File: config.mk
export PLATFORM = sky130hd
export DESIGN_NAME = screen_ram_writer
export DESIGN_NICKNAME = d
export VERILOG_FILES = /design/src/rtl/screen_pkg.sv /design/src/rtl/screen_ram_writer.sv
export SDC_FILE = /design/constraint.sdc
export NUM_CORES = 1
export LEC_CHECK = 0
export ABC_CLOCK_PERIOD_IN_PS = 4150
export CAP_MARGIN = 20
export CORE_MARGIN = 2
export CORE_UTILIZATION = 44
export CTS_CLUSTER_DIAMETER = 50
export DETAILED_ROUTE_END_ITERATION = 10
export PLACE_DENSITY = 0.8
export SYNTH_ARGS = -nofsm -noshare
export SYNTH_HDL_FRONTEND = slang
export SYNTH_SLANG_ARGS = --single-unit
File: constraint.sdc
create_clock -name CLK_50 -period 4.15 [get_ports CLK_50]
set_clock_uncertainty 0.1 [all_clocks]
set_input_delay 0.415 -clock CLK_50 [delete_from_list [all_inputs] [get_ports CLK_50]]
set_output_delay 0.415 -clock CLK_50 [all_outputs]
set_load 0.01 [all_outputs]
File: src/rtl/screen_pkg.sv
// Shared types for the CPU-side screen RAM master.
//   cmd_op_t       - command opcodes carried on cmd_op (all four codes are defined)
//   writer_state_t - FSM states of screen_ram_writer
package screen_pkg;

    typedef enum logic [1:0] {
        OP_WRITE = 2'd0,
        OP_FILL  = 2'd1,
        OP_CLEAR = 2'd2,
        OP_READ  = 2'd3
    } cmd_op_t;

    typedef enum logic [2:0] {
        IDLE,
        WRITE,
        FILL,
        READ_ADDR,
        READ_WAIT,
        DONE
    } writer_state_t;

endpackage

File: src/rtl/screen_ram_writer.sv
// CPU-side write/read master for the screen RAM.
// Takes single-word commands over a valid/ready handshake and drives a synchronous RAM port.
// Supported operations are single write, block fill, screen clear and single read.
// Ports:
//   CLK_50, reset          clock (rising edge) and synchronous active-high reset
//   cmd_valid/cmd_ready    command handshake; ready is high only when idle or in the done cycle
//   cmd_op/addr/data/count command fields, sampled at acceptance only
//   rsp_valid/rsp_data     read result; one-cycle pulse, data held until the next read
//   done                   one-cycle pulse when any command completes
//   ram_addr/we/wdata      RAM write/read port (all registered)
//   ram_rdata              RAM read data, valid one cycle after ram_addr
module screen_ram_writer
    import screen_pkg::*;
#(
    parameter int unsigned RAM_WIDTH          = 16,
    parameter int unsigned RAM_REGISTER_COUNT = 256,
    parameter int unsigned RAM_SCREEN_OFFSET  = 0,
    parameter int unsigned SCREEN_WORDS       = 32,
    localparam int unsigned ADDR_W            = $clog2(RAM_REGISTER_COUNT),
    localparam int unsigned CNT_W             = ADDR_W + 1
) (
    input  logic                 CLK_50,
    input  logic                 reset,
    input  logic                 cmd_valid,
    output logic                 cmd_ready,
    input  logic [1:0]           cmd_op,
    input  logic [ADDR_W-1:0]    cmd_addr,
    input  logic [RAM_WIDTH-1:0] cmd_data,
    input  logic [CNT_W-1:0]     cmd_count,
    output logic                 rsp_valid,
    output logic [RAM_WIDTH-1:0] rsp_data,
    output logic                 done,
    output logic [ADDR_W-1:0]    ram_addr,
    output logic                 ram_we,
    output logic [RAM_WIDTH-1:0] ram_wdata,
    input  logic [RAM_WIDTH-1:0] ram_rdata
);

    writer_state_t        state_q, state_d;
    logic                 ready_q, ready_d;
    logic                 we_q, we_d;
    logic [ADDR_W-1:0]    addr_q, addr_d;
    logic [RAM_WIDTH-1:0] wdata_q, wdata_d;
    logic                 rsp_valid_q, rsp_valid_d;
    logic [RAM_WIDTH-1:0] rsp_data_q, rsp_data_d;
    logic                 done_q, done_d;
    logic [CNT_W-1:0]     remaining_q, remaining_d;

    logic                 accept;
    logic                 is_clear;
    logic [ADDR_W-1:0]    fill_addr;
    logic [CNT_W-1:0]     fill_count;
    logic [RAM_WIDTH-1:0] fill_data;
    logic [ADDR_W-1:0]    addr_inc;

    assign accept = cmd_valid && ready_q;

    // CLEAR is a FILL with fixed region and zero pattern.
    assign is_clear   = (cmd_op == OP_CLEAR);
    assign fill_addr  = is_clear ? ADDR_W'(RAM_SCREEN_OFFSET) : cmd_addr;
    assign fill_count = is_clear ? CNT_W'(SCREEN_WORDS) : cmd_count;
    assign fill_data  = is_clear ? '0 : cmd_data;

    // Explicit wrap keeps the modulo behaviour for non-power-of-two depths.
    assign addr_inc = (addr_q == ADDR_W'(RAM_REGISTER_COUNT - 1)) ? '0 : addr_q + ADDR_W'(1);

    always_comb begin
        state_d     = state_q;
        ready_d     = ready_q;
        we_d        = 1'b0;
        addr_d      = addr_q;
        wdata_d     = wdata_q;
        rsp_valid_d = 1'b0;
        rsp_data_d  = rsp_data_q;
        done_d      = 1'b0;
        remaining_d = remaining_q;

        unique case (state_q)
            // DONE behaves like IDLE so a command can be taken back-to-back.
            IDLE, DONE: begin
                state_d = IDLE;
                ready_d = 1'b1;
                if (accept) begin
                    ready_d = 1'b0;
                    unique case (cmd_op_t'(cmd_op))
                        OP_WRITE: begin
                            state_d = WRITE;
                            we_d    = 1'b1;
                            addr_d  = cmd_addr;
                            wdata_d = cmd_data;
                        end
                        OP_FILL, OP_CLEAR: begin
                            if (fill_count == '0) begin
                                state_d = DONE;
                                done_d  = 1'b1;
                                ready_d = 1'b1;
                            end else begin
                                state_d     = FILL;
                                we_d        = 1'b1;
                                addr_d      = fill_addr;
                                wdata_d     = fill_data;
                                remaining_d = fill_count;
                            end
                        end
                        OP_READ: begin
                            state_d = READ_ADDR;
                            addr_d  = cmd_addr;
                        end
                    endcase
                end
            end
            WRITE: begin
                state_d = DONE;
                done_d  = 1'b1;
                ready_d = 1'b1;
            end
            FILL: begin
                // remaining_q counts the write on the port this cycle.
                if (remaining_q > CNT_W'(1)) begin
                    we_d        = 1'b1;
                    addr_d      = addr_inc;
                    remaining_d = remaining_q - CNT_W'(1);
                end else begin
                    state_d     = DONE;
                    done_d      = 1'b1;
                    ready_d     = 1'b1;
                    remaining_d = '0;
                end
            end
            READ_ADDR: begin
                state_d = READ_WAIT;
            end
            READ_WAIT: begin
                state_d     = DONE;
                rsp_data_d  = ram_rdata;
                rsp_valid_d = 1'b1;
                done_d      = 1'b1;
                ready_d     = 1'b1;
            end
            default: begin
                state_d = IDLE;
                ready_d = 1'b1;
            end
        endcase
    end

    always_ff @(posedge CLK_50) begin
        if (reset) begin
            state_q     <= IDLE;
            ready_q     <= 1'b1;
            we_q        <= 1'b0;
            addr_q      <= '0;
            wdata_q     <= '0;
            rsp_valid_q <= 1'b0;
            rsp_data_q  <= '0;
            done_q      <= 1'b0;
            remaining_q <= '0;
        end else begin
            state_q     <= state_d;
            ready_q     <= ready_d;
            we_q        <= we_d;
            addr_q      <= addr_d;
            wdata_q     <= wdata_d;
            rsp_valid_q <= rsp_valid_d;
            rsp_data_q  <= rsp_data_d;
            done_q      <= done_d;
            remaining_q <= remaining_d;
        end
    end

    assign cmd_ready = ready_q;
    assign ram_we    = we_q;
    assign ram_addr  = addr_q;
    assign ram_wdata = wdata_q;
    assign rsp_valid = rsp_valid_q;
    assign rsp_data  = rsp_data_q;
    assign done      = done_q;

endmodule

==> results.sh, run 1 <==
export IMPL_die_h_microns=85.2
export IMPL_antenna_left=0
export IMPL_critPathMaxFanout=20
export IMPL_yosysTopAreaCell="dfxtp_1"
export IMPL_chipWidth_microns=85.2
export IMPL_wire_per_inst_microns=13.8
export IMPL_drive_gt1_frac=0.0886
export IMPL_period_minus_slack_ps=2630
export IMPL_drv_cap=0
export IMPL_finalSetupViolCount=0
export IMPL_root_buffer="clkbuf_8"
export IMPL_netlist_top_cells_area="dfxtp_1 (39%), a21oi_1 (9.0%), nand2_1 (7.9%)"
export IMPL_ys_seq_area_frac=0.387
export IMPL_grt_pass1_vias=2483
export IMPL_r2r_start="state_q[2]"
export IMPL_drtPass1Iterations=4
export IMPL_track_usage=0.189
export IMPL_p_per_area_mw_per_mm2=568
export IMPL_viasPerCell=5.43
export IMPL_tritoncts="built"
export IMPL_grt_use_met2=0.304
export IMPL_grt_max_degree=58
export IMPL_relSlewSlack=0.485
export IMPL_cts_buffers=5
export IMPL_grt_use_met3=0.0554
export IMPL_synth_warnings=0
export IMPL_p_int_w=0.00137
export IMPL_cts_buffer_depth=2
export IMPL_row_count=29
export IMPL_max_freq_ghz=0.380
export IMPL_antenna_found_initial=0
export IMPL_ys_flop_type="dfxtp_1"
export IMPL_cp_start_kind="input pin"
export IMPL_rsz0062_at_grt="no"
export IMPL_outcome="finished clean"
export IMPL_start_util=0.457
export IMPL_layout_nets=488
export IMPL_final_core_utilization=0.624
export IMPL_cp_endpoint="ram_addr[7]"
export IMPL_synthMostInstantiatedCell="nand2_1"
export IMPL_r2r_slack_ps=1660
export IMPL_hold_viol_final=0
export IMPL_synthTopCellsByCount="nand2_1 (61), dfxtp_1 (56), a21oi_1 (52)"
export IMPL_yosysUniqueCellTypes=58
export IMPL_worstSetupPathType="input pin to flip-flop"
export IMPL_grt_met1_usage=0.251
export IMPL_r2r_end="ram_addr[7]"
export IMPL_clk_latency_ps=310
export IMPL_combPwrFrac=0.472
export IMPL_via_count=2748
export IMPL_post_cts_buffers=0
export IMPL_seq_power_share=0.366
export IMPL_p_leak_nw=1.33
export IMPL_syn_to_final_growth_pct=36.6
export IMPL_grt_ovfl_total=0
export IMPL_core_area_sq_mm=0.00635
export IMPL_ff2ff_path_depth=4
export IMPL_avgSynthCellArea_sq_um=8.33
export IMPL_wirelength_mm=7.00
export IMPL_power_switching_w=0.000882
export IMPL_clkPwrFrac=0.162
export IMPL_async_flop_share=0
export IMPL_io_pin_count=98
export IMPL_synth_cell_area_sq_mm=0.00290
export IMPL_p_sw_frac=0.392
export IMPL_synth_edff_count=0
export IMPL_worst_slew_pin_slew_ps=768
export IMPL_cp_arrival_ps=2750
export IMPL_fp_dieArea_sq_mm=0.00726
export IMPL_hp_class="flip-flop to flip-flop"
export IMPL_required_ps=4270
export IMPL_syn_nets=408
export IMPL_cts_max_level=2
export IMPL_grt_busiest_layer="met2"
export IMPL_postCtsHoldBufs=0
export IMPL_drtIter0Drc=195
export IMPL_tns_ps=0
export IMPL_final_cells=506
export IMPL_cp_end_kind="flip-flop"
export IMPL_drc_errors=0
export IMPL_globalplace_congestion=0.932
export IMPL_grt_first_pass_wirelength_mm=11.4
export IMPL_path_clk_slew_ps=100
export IMPL_crit_start="cmd_op[1]"
export IMPL_port_buffers=97
export IMPL_post_cts_resized=0
export IMPL_placed_cells=497
export IMPL_fin_crit_sh=0.634
export IMPL_synthCells=348
export IMPL_ir_worst_vdd_uv=255
export IMPL_slew_violations=0
export IMPL_cts_sinks=56
export IMPL_ys_ff_latch=56
export IMPL_antenna_cells=0
export IMPL_post_dp_hpwl_mm=5.02
export IMPL_yosys_area_top_type_share=0.387
[worst max-delay path, stage by stage]
cell and delay, ps:
clkdlybuf4s50_1 500, ha_1 500, nor2_1 180, nand4_1 290, o2bb2ai_2 410, o21ai_0 190
o32ai_1 250
[cell usage in the layout (no fill, tap or decap), drive strengths merged, types with 5 or more instances in the layout]
cell type,count
nand2,61
inv,6
ha,6
nand3,10
nor3,5
a211oi,7
a21oi,53
o21ai,12
dfxtp,56
nor2,28
clkbuf,6
nand3b,18
clkdlybuf4s50,96
[layer usage]
metal	wire, microns	up-vias	share of wire
li1	-	1398	-
met1	3190	1262	0.46
met2	3230	78	0.46
met3	492	10	0.070
met4	87	0	0.012
met5	0	-	0
[cell families after synthesis]
kind of cell,Yosys count,synth area share
AO/OA/AOI/OAI,102,0.254
XOR/XNOR,5,0.0177
adder cells (fa/ha/maj),6,0.0259
buffers and inverters,30,0.0518
flip-flops,56,0.387
AND/OR/NAND/NOR,149,0.264
[worst min-delay path by stage]
| stage | start | endpoint | slack [ps] | depth (start not counted) |
|---|---|---|---|---|
| floorplan | remaining_q[7] | remaining_q[7] | 350 | 2 |
| global placement | ram_wdata[3] | ram_wdata[3] | 340 | 2 |
| detailed placement | ram_wdata[12] | ram_wdata[12] | 340 | 2 |
| CTS | ram_wdata[12] | ram_wdata[12] | 360 | 2 |
| global route | ram_wdata[3] | ram_wdata[3] | 380 | 2 |
| finish | ram_wdata[12] | ram_wdata[12] | 350 | 2 |
[state kept, by name, indices dropped and copies added, names as in the netlist]
| signal | flops |
|---|---|
| ram_wdata | 16 |
| rsp_data | 16 |
| remaining_q | 9 |
| ram_addr | 8 |
| state_q | 3 |
| cmd_ready | 1 |
| done | 1 |
| ram_we | 1 |
| rsp_valid | 1 |
[through the flow]
step	worst slack, ps	area, sq um	hold slack [ps]	power [W]
2_1_floorplan	2230	2900	353	0.00154
3_3_place_gp	1320	3830	337	0.00187
3_5_place_dp	1220	3830	342	0.00190
4_1_cts	1550	3940	358	0.00226
5_1_grt	1280	3960	376	0.00242
6_report	1520	3960	353	0.00225
[final cells by class]
class	instances	area, sq um
fillers	547	2390
clock inverters	2	38.8
repair buffers	98	986
flip-flops and latches	56	1120
well taps	77	96.3
clock buffers	6	72.6
multi-input cells	262	1630
inverters	5	18.8
[power by group through the flow]
stage / sequential [W] / combinational, W / clock (W)
CTS: 0.000824 / 0.00106 / 0.000374
detailed placement: 0.000837 / 0.00106 / 0
floorplan: 0.000834 / 0.000711 / 0
global route: 0.000850 / 0.00117 / 0.000401
finish: 0.000824 / 0.00106 / 0.000364
global placement: 0.000831 / 0.00104 / 0
Power figures use the tool's default switching activity.
==> run 2: changes to the inputs <==
Settings changed: ABC_CLOCK_PERIOD_IN_PS 4150 to 2300, CORE_UTILIZATION 44 to 41, PLACE_DENSITY 0.8 to 0.78.
Clock period 4.15 ns to 2.3 ns, I/O delays scaled along.
==> run 2 against run 1 <==
Via count grew 3.3%. Final area grew 4.0%. Clock power grew 80%. Sequential power grew 76%. Flip-flop and latch count is the same. First-iteration DRC count shrank 45%. Sequential share of layout area shrank 1.1 points. Combinational power grew 99%. Critical path type is now flip-flop to flip-flop. Non-clock buffer count grew 18. Largest power group unchanged. Register-to-register slack lost 1500 ps.
==> results.sh, run 2 (synthesis gave the netlist of run 1 again) <==
export IMPL_outcome="finished clean"
export IMPL_io_pin_count=98
export IMPL_rsz0062_at_grt="no"
export IMPL_layout_nets=506
export IMPL_finalPower_w=0.00422
export IMPL_worstSetupPathType="flip-flop to flip-flop"
export IMPL_slew_violations=0
export IMPL_finalSetupViolCount=0
export IMPL_max_stage_delay_ps=680
export IMPL_fp_dieArea_sq_mm=0.00776
export IMPL_grt_ovfl_total=0
export IMPL_cp_end_kind="flip-flop"
export IMPL_syn_to_final_growth_pct=42.1
export IMPL_fillers=627
export IMPL_globalplace_congestion=0.870
export IMPL_ir_worst_vdd_uv=444
export IMPL_mostFrequentLayoutCell="clkdlybuf4s50_1"
export IMPL_grt_first_pass_wirelength_mm=12.2
export IMPL_cts_buffer_depth=2
export IMPL_cts_sinks=56
export IMPL_post_dp_hpwl_mm=5.45
export IMPL_critPathMaxFanout=5
export IMPL_wire_per_inst_microns=13.9
export IMPL_path_cells="inv_1 -> ha_1 -> or4b_2 -> o31ai_1 -> nand2_1 -> a31oi_1"
export IMPL_antenna_left=0
export IMPL_antenna_found_initial=0
export IMPL_layout_common_cells="clkdlybuf4s50_1 (96), nand2_1 (61), dfxtp_1 (56)"
export IMPL_hold_viol_final=0
export IMPL_chipWidth_microns=88.1
export IMPL_cts_buffers=5
export IMPL_port_buffers=97
export IMPL_wirelength_mm=7.54
export IMPL_cts_max_level=2
export IMPL_period_minus_slack_ps=2120
export IMPL_core_area_sq_mm=0.00683
export IMPL_track_usage=0.192
export IMPL_drtIter0Drc=107
export IMPL_relSlewSlack=0.415
export IMPL_viasPerCell=5.23
export IMPL_via_count=2840
export IMPL_drive_gt1_frac=0.125
export IMPL_antenna_cells=0
export IMPL_max_freq_ghz=0.472
export IMPL_p_leak_nw=1.42
export IMPL_row_count=30
export IMPL_die_h_microns=88.1
export IMPL_grt_max_degree=42
export IMPL_path_clk_slew_ps=100
export IMPL_clk_latency_ps=310
export IMPL_critPathSlowestCell="or4b_2"
export IMPL_start_util=0.425
export IMPL_cp_arrival_ps=2250
export IMPL_root_buffer="clkbuf_8"
export IMPL_required_ps=2430
export IMPL_cp_start_kind="flip-flop"
export IMPL_worst_slew_pin_slew_ps=878
export IMPL_drc_errors=0
export IMPL_placed_cells=535
export IMPL_final_cells=543
export IMPL_p_per_area_mw_per_mm2=1020
export IMPL_grt_pass1_vias=2753
export IMPL_tritoncts="built"
export IMPL_drv_cap=0
export IMPL_drtPass1Iterations=4
export IMPL_hp_class="flip-flop to flip-flop"
export IMPL_fin_crit_sh=0.922
## run 2: layer usage
layer	part of all wire	track usage
met5	0	0
met4	0.010	0.0372
met1	0.45	0.241
met3	0.061	0.0481
met2	0.48	0.337
## run 2: critical path, delay by kind of cell, from the launching register on
kind | cells | cell delay, ps
AND/OR/NAND/NOR | 2 | 780
buffers and inverters | 1 | 110
adder cells (fa/ha/maj) | 1 | 230
flip-flops | 1 | 360
AO/OA/AOI/OAI | 2 | 460
## run 2: path summary, 6_finish.rpt
| path | from | endpoint | slack, ps | cells past startpoint |
|---|---|---|---|---|
| setup / recovery | remaining_q[0] | remaining_q[8] | 180 | 6 |
| setup reg to reg | remaining_q[0] | remaining_q[8] | 180 | 6 |
| hold reg to reg | ram_wdata[1] | ram_wdata[1] | 360 | 2 |
| hold / removal | ram_wdata[1] | ram_wdata[1] | 360 | 2 |
## run 2: what timing repair did
action | in CTS | in global routing
hold buffers | 0 | 0
gates resized for setup | 0 | 1
buffers inserted | 0 | 0
setup endpoints to repair | 0 | 3
## run 2: area by class of cell
| class | count | area (sq um) | area share |
|---|---|---|---|
| Clock buffer | 6 | 72.6 | 0.0176 |
| Inverter | 5 | 18.8 | 0.00455 |
| Tap cell | 96 | 120 | 0.0291 |
| Multi-Input combinational cell | 262 | 1640 | 0.398 |
| Timing Repair Buffer | 116 | 1110 | 0.269 |
| Clock inverter | 2 | 38.8 | 0.00941 |
| Sequential cell | 56 | 1120 | 0.272 |
## run 2: metrics by stage
step	instance area (sq um)	util	TNS [ps]	setup WS, ps	hold WS [ps]
after floorplan	2900	-	0	457	266
after global routing	4120	0.603	0	57.7	378
after global placement	4000	0.585	0	41.7	337
after CTS	4110	0.601	0	31.0	361
final	4120	0.603	0	181	358
after detailed placement	4000	0.585	-48.6	-27.9	347
## run 2: power by group
part	switching [W]	internal, W	total, W	leakage, nW
logic	0.00108	0.00103	0.00211	0.903
clock network	0.000325	0.000330	0.000655	0.0558
registers	0.000235	0.00122	0.00145	0.457
